[config.mk]
export PLATFORM = sky130hd
export DESIGN_NAME = uart_tx_fifo
export DESIGN_NICKNAME = d
export VERILOG_FILES = /design/src/rtl/uart_tx_fifo.sv
export SDC_FILE = /design/constraint.sdc
export NUM_CORES = 1
export LEC_CHECK = 0
export CAP_MARGIN = 30
export CORE_ASPECT_RATIO = 1.2
export CORE_MARGIN = 8
export CORE_UTILIZATION = 61
export DETAILED_ROUTE_END_ITERATION = 6
export PLACE_DENSITY = 0.79
export SLEW_MARGIN = 25
export SYNTH_ARGS = -nofsm -noshare
export SYNTH_HDL_FRONTEND = slang
export SYNTH_SLANG_ARGS = --single-unit
[constraint.sdc]
create_clock -name clk -period 4.95 [get_ports clk]
set_input_delay 0.99 -clock clk [delete_from_list [all_inputs] [get_ports clk]]
set_output_delay 0.99 -clock clk [all_outputs]
set_load 0.005 [all_outputs]
[src/rtl/uart_tx_fifo.sv]
// UART transmitter with a write FIFO: start bit, DATA_BITS LSB first, optional parity (UART_TX_PARITY_EN), STOP_BITS.
// The first start bit drives two edges after the write; writes while full are dropped and pulse overflow; pause freezes only the serialiser.
module uart_tx_fifo #(
  parameter int CLKS_PER_BIT = 10417,
  parameter int DATA_BITS    = 8,
  parameter int STOP_BITS    = 1,
  parameter int FIFO_DEPTH   = 16
) (
  input  logic                          clk,
  input  logic                          rst,
  input  logic                          wr_en,
  input  logic [DATA_BITS-1:0]          wr_data,
  input  logic                          pause,
`ifdef UART_TX_PARITY_EN
  input  logic                          parity_odd,
`endif
  output logic                          tx,
  output logic                          tx_busy,
  output logic                          full,
  output logic                          empty,
  output logic [$clog2(FIFO_DEPTH):0]   fifo_count,
  output logic                          overflow
);

  localparam int TW = $clog2(CLKS_PER_BIT);
  localparam int AW = $clog2(FIFO_DEPTH);
  localparam int CW = AW + 1;
  localparam int IW = 3;

  typedef enum logic [2:0] {
    S_IDLE,
    S_START,
    S_DATA,
    S_STOP
`ifdef UART_TX_PARITY_EN
    , S_PARITY
`endif
  } state_t;

  logic [DATA_BITS-1:0] mem [FIFO_DEPTH];
  logic [AW-1:0]        wr_ptr;
  logic [AW-1:0]        rd_ptr;
  logic [CW-1:0]        count_next;
  logic                 push;
  logic                 pop;

  // push looks at the registered full, so a same-edge pop never makes room for it
  assign push = wr_en & ~full;

  always_comb begin
    count_next = fifo_count + CW'(push) - CW'(pop);
  end

  always_ff @(posedge clk) begin
    if (rst) begin
      wr_ptr     <= '0;
      rd_ptr     <= '0;
      fifo_count <= '0;
      full       <= 1'b0;
      empty      <= 1'b1;
      overflow   <= 1'b0;
    end else begin
      if (push) wr_ptr <= wr_ptr + AW'(1);
      if (pop)  rd_ptr <= rd_ptr + AW'(1);
      fifo_count <= count_next;
      full       <= (count_next == CW'(FIFO_DEPTH));
      empty      <= (count_next == '0);
      overflow   <= wr_en & full;
    end
  end

  always_ff @(posedge clk) begin
    if (push) mem[wr_ptr] <= wr_data;
  end

  state_t               state, state_n;
  logic [TW-1:0]        timer, timer_n;
  logic [IW-1:0]        bit_idx, bit_idx_n;
  logic [DATA_BITS-1:0] shift_reg, shift_n;
  logic                 tx_n;
  logic                 bit_end;
  logic                 load;
`ifdef UART_TX_PARITY_EN
  logic                 par_odd_q, par_odd_n;
`endif

  assign bit_end = (timer == TW'(CLKS_PER_BIT - 1));

  always_comb begin
    state_n   = state;
    timer_n   = timer;
    bit_idx_n = bit_idx;
    shift_n   = shift_reg;
    tx_n      = tx;
    pop       = 1'b0;
    load      = 1'b0;
`ifdef UART_TX_PARITY_EN
    par_odd_n = par_odd_q;
`endif
    if (!pause) begin
      if (state == S_IDLE) begin
        tx_n = 1'b1;
        load = ~empty;
      end else if (!bit_end) begin
        timer_n = timer + TW'(1);
      end else begin
        timer_n = '0;
        case (state)
          S_START: begin
            state_n   = S_DATA;
            bit_idx_n = '0;
            tx_n      = shift_reg[0];
          end
          S_DATA: begin
            if (bit_idx == IW'(DATA_BITS - 1)) begin
`ifdef UART_TX_PARITY_EN
              state_n = S_PARITY;
              tx_n    = (^shift_reg) ^ par_odd_q;
`else
              state_n   = S_STOP;
              bit_idx_n = '0;
              tx_n      = 1'b1;
`endif
            end else begin
              bit_idx_n = bit_idx + IW'(1);
              tx_n      = shift_reg[bit_idx_n];
            end
          end
`ifdef UART_TX_PARITY_EN
          S_PARITY: begin
            state_n   = S_STOP;
            bit_idx_n = '0;
            tx_n      = 1'b1;
          end
`endif
          S_STOP: begin
            if (bit_idx == IW'(STOP_BITS - 1)) begin
              // chain straight into the next start bit when data is waiting
              if (!empty) begin
                load = 1'b1;
              end else begin
                state_n = S_IDLE;
                tx_n    = 1'b1;
              end
            end else begin
              bit_idx_n = bit_idx + IW'(1);
            end
          end
          default: begin
            state_n = S_IDLE;
            tx_n    = 1'b1;
          end
        endcase
      end
      if (load) begin
        pop       = 1'b1;
        shift_n   = mem[rd_ptr];
        state_n   = S_START;
        timer_n   = '0;
        bit_idx_n = '0;
        tx_n      = 1'b0;
`ifdef UART_TX_PARITY_EN
        par_odd_n = parity_odd;
`endif
      end
    end
  end

  always_ff @(posedge clk) begin
    if (rst) begin
      state     <= S_IDLE;
      timer     <= '0;
      bit_idx   <= '0;
      shift_reg <= '0;
      tx        <= 1'b1;
      tx_busy   <= 1'b0;
`ifdef UART_TX_PARITY_EN
      par_odd_q <= 1'b0;
`endif
    end else begin
      state     <= state_n;
      timer     <= timer_n;
      bit_idx   <= bit_idx_n;
      shift_reg <= shift_n;
      tx        <= tx_n;
      tx_busy   <= (state != S_IDLE) | ~empty;
`ifdef UART_TX_PARITY_EN
      par_odd_q <= par_odd_n;
`endif
    end
  end

endmodule
Word-level counts from Yosys, hierarchy flattened
Memories as Yosys holds them, arrays and structs flattened. A register that Yosys moved wholly into a read port is not among the register bits.
Index checks and enable logic that the tools add are counted.
{"block": "op_classes", "add_sub_neg": 6, "n_lt_le_gt_ge": 1, "eq_ne": 13, "mux": 35, "bitwise_logic": 6, "reduce_logical": 12}
{"operator": "2-to-1 mux 14 bit", "count": 3}
{"operator": "2-to-1 mux 3 bit", "count": 11}
{"operator": "case mux 3 bit (3 select lines)", "count": 2}
{"operator": "2-to-1 mux 1 bit", "count": 17}
{"operator": "adder 14 x 1 -> 14 bit (second input constant)", "count": 1}
{"operator": "== test 14 bit (second input constant)", "count": 1}
{"operator": "inequality test 3 bit (second input constant)", "count": 4}
{"operator": "adder 4 x 1 -> 4 bit (second input constant)", "count": 2}
{"operator": "inequality test 4 bit (second input constant)", "count": 2}
{"operator": "== test 3 x 2 -> 1 bit (second input constant)", "count": 2}
{"operator": "zero test 3 bit", "count": 2}
{"operator": "AND reduction 6 bit", "count": 1}
{"operator": "nonzero test 3 bit", "count": 2}
{"operator": "adder 5 x 1 -> 5 bit", "count": 1}
{"operator": "== test 5 bit (second input constant)", "count": 1}
{"operator": "zero test 5 bit", "count": 1}
{"operator": "AND reduction 5 bit", "count": 1}
{"operator": "subtractor 5 x 1 -> 5 bit", "count": 1}
{"operator": "less-than comparator 3 x 4 -> 1 bit (second input constant)", "count": 1}
{"operator": "AND reduction 2 bit", "count": 2}
{"operator": "AND reduction 4 bit", "count": 1}
{"operator": "nonzero test 4 bit", "count": 1}
{"operator": "adder 3 x 1 -> 3 bit (second input constant)", "count": 1}
{"operator": "binary-select mux 1 bit (select 3 bit)", "count": 1}
{"operator": "other kinds (8)", "count": 11}
{"block": "word_totals", "regBits": 38, "ram_bits": 128, "elab_cells": 85, "mem_count": 1}
{"name": "mem", "words": 16, "width": 8, "read_ports": 1, "rd_ports_with_merged_regs": 1, "wr": 1, "line_no": "40", "source": "logic [DATA_BITS-1:0] mem [FIFO_DEPTH];"}

Logic depth before layout (Yosys ltp)
Gate-level depths: netlist of run 1.
{"block": "logic_depth", "word_depth": 10, "mapped_depth": 16}

Least setup slack after synthesis of run 1
OpenSTA, ideal clock, no wires.
{"block": "synth_path", "kind": "register to register", "from": "register bit_idx[0]", "to": "register full", "setup_ns": 0.115, "arrival_time_ns": 3.107, "required_time_ns": 4.835, "path_slack_ns": 1.728, "path_stages_with_launch": 17, "n_path_buf": 1, "cell_sequence": "dfxtp_1 > inv_1 > ha_1 > and3b_1 > o21ba_2 > o211ai_2 > clkbuf_1 > inv_1 > ha_1 > inv_1 > ha_1 > fa_1 > a21o_1 > a21oi_1 > xnor2_1 > nor2_1 > and2_1"}
{"block": "synth_via", "elab_chain_len": 10}
{"item": "from (decl)", "line_no": "78", "source": "logic [IW-1:0] bit_idx, bit_idx_n;"}
{"item": "from (signal assigned)", "line_no": "183", "source": "bit_idx <= bit_idx_n;"}
{"item": "zero test 3 bit", "line_no": "137", "source": "if (bit_idx == IW'(STOP_BITS - 1)) begin"}
{"item": "2-to-1 mux 1 bit", "line_no": "137"}
{"item": "2-to-1 mux 1 bit", "line_no": "108", "source": "case (state)"}
{"item": "2-to-1 mux 1 bit", "line_no": "104", "source": "end else if (!bit_end) begin"}
{"item": "2-to-1 mux 1 bit", "line_no": "101", "source": "if (state == S_IDLE) begin"}
{"item": "2-to-1 mux 1 bit", "line_no": "100", "source": "if (!pause) begin"}
{"item": "2-to-1 mux 1 bit", "line_no": "155", "source": "if (load) begin"}
{"item": "2-to-1 mux 1 bit", "line_no": "100"}
{"item": "via pop", "line_no": "45", "source": "logic pop;"}
{"item": "subtractor 5 x 1 -> 5 bit", "line_no": "51", "source": "count_next = fifo_count + CW'(push) - CW'(pop);"}
{"item": "== test 5 bit", "line_no": "66", "source": "full <= (count_next == CW'(FIFO_DEPTH));"}
{"item": "to (signal assigned)", "line_no": "66"}
{"item": "to (decl)", "line_no": "19", "source": "output logic full,"}
The timed path passes the listed nets, and every way through them passes these cells. The select of a mux whose other input is x is not followed.
A chain may end at the register's enable or synchronous reset.

Final worst setup path of run 1
{"block": "layout_path", "from": "input port wr_en", "to": "register full"}
{"block": "layout_via", "elab_chain_len": 4}
{"item": "from (decl)", "line_no": "11", "source": "input logic wr_en,"}
{"item": "bitwise AND 1 bit", "line_no": "48", "source": "assign push = wr_en & ~full;"}
{"item": "adder 5 x 1 -> 5 bit", "line_no": "51"}
{"item": "subtractor 5 x 1 -> 5 bit", "line_no": "51"}
{"item": "== test 5 bit", "line_no": "66"}
No other way between the ends.

==> run metrics, run 1 <==
Total Wirelength=14000 µm; Worst Setup End Kind=flip-flop; total CTS buffers=17; Initial Utilization=62.5%; CP arrival=3790 ps; Bufs on Longest Clock Path=2; RSZ-0062 raised after global routing=false; hold depth=2; FF/Latch Area=4750 µm²; Area growth syn-to-layout=13.2%; Post-CTS Setup Inserts=0; leak pwr=2.70 nW; Syn Nets=524; vias in the first global route=4203; Total GRT Usage=19.2%; Setup Skew=7.26 ps; Max VDD drop=0.000280 V; max FFs per register=128; first-pass GRT wire length=22400 µm; Slew headroom=36.6%; Mapped Avg Cell Area=14.7 µm²; Mapped Area=7230 µm²; Vias=4122; Fillers=752; Routed Antenna Nets=0; Cell variety after synth=47; Crit Path Class=in2reg; fraction of layout cells with a size suffix above 1=14.6%; Slew @ Worst Pin=947 ps; synthesized instance count=492; Max Fanout on Critical Path=9; Final period util=70.3%; CTS tree=done; Syn. warnings=0; Startpoint Class=primary input; Req. time, crit path=5260 ps; CTS Sinks=173; Multi-input gate area=2320 µm²; CTS clk-pin slew, worst paths=60 ps; Design Area, Final=8190 µm²; R2R depth=16; DIE WIDTH=115 µm; P per Cell Area=445 nW/µm²; # DRC=0; EDFF count, synth=128; worst hold slack=461 ps; clk_lat worst skew=410 ps; Setup violations, final=0; endpoints failing hold=0; Placer Congestion=0.802; hold_buf cts=0; # rows=43; total power=3.64 mW; # diodes=0; Yosys reg bits=173; largest net degree at the start of global routing=36; vias per cell=6.01; Most used DFF post-synth=edfxtp_1; Hold WC Path Type=reg2reg; initial detailed-routing violation count=362; fin nets=549; Sum Neg Setup Slack=0 ps; WL/cell=20.3 µm; dpl hpwl=8960 µm; Seq/Total Area, Yosys=65.6%; 1st-pass router iterations=6; IO Pins=22; placed cell area=7610 µm²; CTS root buffer=clkbuf_16; input/output buffers=21; Slew Viols, Final=0; area of the core=11600 µm²; MaxCap Viol Count=0; Max Clock Freq=287 MHz; Resize count post-CTS=0; initial antenna violation count=0; post-synthesis async set-or-reset flop share=0%; status=finished clean; GR Overflow Total=0; fin crit period=3480 ps; DIE HEIGHT=135 µm; die area=15600 µm²; CTS H-tree depth=4
[final timing paths]
check | to | start | slack, ps
max reg2reg | full | bit_idx[0] | 1500
min | shift_reg[1] | shift_reg[1] | 460
max | full | wr_en | 1470
min reg2reg | shift_reg[1] | shift_reg[1] | 460
[metal layers]
layer | GRT usage (%) | share of wire [%] | wire length [µm]
met5 | 0 | 0 | 0
met4 | 8.92 | 2.7 | 370
met3 | 3.75 | 5.2 | 725
met2 | 32.5 | 52 | 7320
met1 | 23.2 | 40 | 5540
[critical path, stage by stage]
cell and delay, ps:
clkdlybuf4s50_1 470, nor2b_1 510, inv_1 100, ha_1 300, inv_1 40, ha_1 200
fa_1 420, a21o_1 200, a21oi_1 160, xnor2_1 150, nor2_1 70, and2_1 190
[final cells by class]
| class | instances | area share [%] |
|---|---|---|
| inverters | 21 | 0.963 |
| multi-input cells | 275 | 28.3 |
| repair buffers | 29 | 3.30 |
| clock buffers | 19 | 5.29 |
| flip-flops and latches | 173 | 58.0 |
| clock inverters | 12 | 1.77 |
| well taps | 157 | 2.40 |
[cells by family (layout without fill, tap and decap cells)]
logic type,after synthesis,after routing,synth area share (%)
compound gates,69,69,6.47
buf+inv,44,81,2.37
xor+xnor,19,19,2.30
simple gates,131,131,8.99
fa+ha+maj,20,20,3.56
flops,173,173,65.6
mux,36,36,10.7
[placed cells by master, fill, tap and decap left out, types with 2 or more instances in the layout]
cell,instances
or3_1,3
xor2_1,13
dfxtp_1,44
or4_1,2
and3_1,3
inv_1,21
nand3b_1,2
nand3_1,9
and2_1,2
a22oi_1,16
clkbuf_1,2
buf_4,8
nor2b_1,7
a21o_1,12
nand4_1,4
a21oi_1,20
o2bb2ai_1,2
nand2b_1,10
a221oi_1,3
nand2_1,27
o21ai_0,6
nor3_1,7
clkbuf_16,17
mux2_2,2
inv_6,2
clkdlybuf4s50_1,21
nor2_1,47
edfxtp_1,128
bufinv_16,3
xnor2_1,6
ha_1,19
clkinv_1,3
mux4_2,33
a31oi_1,3
[Yosys cell counts (all sizes together) (2+ instances only)]
cell / count / area [µm²]
and3: 3 / 18.8
buf: 6 / 28.8
nor2b: 7 / 43.8
nand2: 27 / 101
or4: 3 / 26.3
nand3b: 2 / 15.0
mux2: 2 / 22.5
mux4: 33 / 743
nand3: 9 / 45.0
or3: 3 / 18.8
a31oi: 3 / 18.8
nor4: 2 / 27.5
o21ai: 7 / 35.0
nand2b: 10 / 62.6
inv: 21 / 78.8
ha: 19 / 238
a22oi: 16 / 120
o2bb2ai: 2 / 17.5
a221oi: 3 / 26.3
edfxtp: 128 / 3840
xnor2: 6 / 52.6
a21o: 12 / 90.1
nor3: 7 / 35.0
nor2: 47 / 176
and2: 2 / 12.5
xor2: 13 / 114
dfxtp: 45 / 901
clkbuf: 17 / 63.8
a21oi: 20 / 100
nand4: 4 / 25.0
[report_power, final]
| part | switching, mW | internal [mW] |
|---|---|---|
| combinational | 0.327 | 0.291 |
| clock | 0.516 | 0.787 |
| sequential | 0.0708 | 1.65 |
| total | 0.913 | 2.73 |
[metrics by stage]
| step | util [%] | worst slack (ps) | instances |
|---|---|---|---|
| final | 70.8 | 1470 | 686 |
| after global routing | 70.8 | 1310 | 686 |
| after CTS | 70.8 | 1450 | 686 |
| after detailed placement | 65.8 | 1050 | 655 |
| after global placement | 65.8 | 1130 | 655 |
| after floorplan | - | 1730 | 492 |
(Power assumes the default switching activity.)
==> inputs of run 2 (changes only) <==
Clock period 4.95 ns to 3.25 ns, I/O delays scaled along.
==> run metrics, run 2 (synthesized netlist as in run 1, its figures left out) <==
first-pass GRT wire length=23500 µm; input/output buffers=21; Area growth syn-to-layout=15.8%; Finished Layout Cells=707; endpoints failing hold=0; total CTS buffers=17; CTS clk-pin slew, worst paths=70 ps; initial detailed-routing violation count=328; FF/Latch Area=4750 µm²; Post-CTS Setup Inserts=0; CP arrival=3380 ps; hold_buf cts=0; Total Wirelength=14500 µm; fin crit period=3060 ps; commonest non-fill, non-tap cells in the layout=128 x edfxtp_1, 47 x nor2_1, 44 x dfxtp_1; Placer Congestion=0.814; Max Fanout on Critical Path=5; Setup Skew=8.02 ps; Slew @ Worst Pin=732 ps; CTS root buffer=clkbuf_16; DIE WIDTH=115 µm; most common cell after layout, fill and taps aside=edfxtp_1; area of the core=11600 µm²; post-layout util=72.5%; Slew Viols, Final=0; WL/cell=20.5 µm; Req. time, crit path=3570 ps; Startpoint Class=flip-flop; MaxCap Viol Count=0; # rows=43; 1st-pass router iterations=5; CTS tree=done; Sum Neg Setup Slack=0 ps; GR Overflow Total=0; Slew headroom=51.0%; Multi-input gate area=2320 µm²; leak pwr=2.82 nW; status=finished clean; Initial Utilization=62.5%; dpl hpwl=9440 µm; Total GRT Usage=20.1%; Bufs on Longest Clock Path=2; die area=15600 µm²; Fillers=752; largest net degree at the start of global routing=36; fin nets=569; Crit Path Class=reg2reg; fraction of layout cells with a size suffix above 1=18.7%; Hold WC Path Type=reg2reg; Final period util=94.1%; Resize count post-CTS=0; Routed Antenna Nets=0; # diodes=0; P per Cell Area=673 nW/µm²; DIE HEIGHT=135 µm; max FFs per register=128; Worst Setup End Kind=flip-flop; # placed instances=675; Max Clock Freq=327 MHz; Max VDD drop=0.000500 V; # DRC=0; vias in the first global route=4364; RSZ-0062 raised after global routing=false; initial antenna violation count=0; vias per cell=6.03; IO Pins=22; Vias=4262; CTS H-tree depth=4; clk_lat worst skew=420 ps; CTS Sinks=173; Setup violations, final=0
==> run 2: final cells by class <==
cell class                 count  share of cell area, %
clock buffer                  17                   5.08
timing repair buffer          49                   5.17
inverter                      21                  0.941
sequential                   173                   56.6
tap                          157                   2.34
clock inverter                15                   2.15
multi-input combinational    275                   27.7
==> run 2: per-stage QoR <==
stage	hold slack [ps]	power (mW)	area, µm²	setup WS [ps]
after floorplan	433	3.28	7230	27.9
after global placement	442	3.59	7770	157
after detailed placement	445	3.63	7770	84.0
after CTS	462	5.66	8380	181
after global routing	471	5.85	8380	8.16
final	458	5.64	8380	192
==> run 2: final timing paths <==
path | from | to | slack, ps | cells past startpoint
min | shift_reg[4] | shift_reg[4] | 460 | 2
min reg2reg | shift_reg[4] | shift_reg[4] | 460 | 2
max | timer[9] | full | 190 | 13
max reg2reg | timer[9] | full | 190 | 13
==> run 2: worst max-delay path, cell delays in order (launching register included) <==
cell	delay, ps
dfxtp_1	350
or4bb_1	550
nor4_4	300
o211ai_2	150
inv_1	90
ha_1	130
inv_1	40
ha_1	200
fa_1	410
a21o_1	190
a21oi_1	170
xnor2_1	160
nor2_1	70
and2_1	150
==> run 2: layer usage <==
| metal | vias up | share of wire, % | GRT usage (%) |
|---|---|---|---|
| li1 | 1943 | - | - |
| met1 | 2157 | 42 | 24.9 |
| met2 | 135 | 52 | 33.6 |
| met3 | 27 | 4.1 | 4.19 |
| met4 | 0 | 2.1 | 7.97 |
| met5 | - | 0 | 0 |
==> run 2: report_power, final <==
part           internal (mW)  leakage (nW)  switching (mW)
logic                  0.456          1.01           0.516
registers               2.51          1.52           0.101
clock network           1.16         0.287           0.895
total                   4.13          2.82            1.51
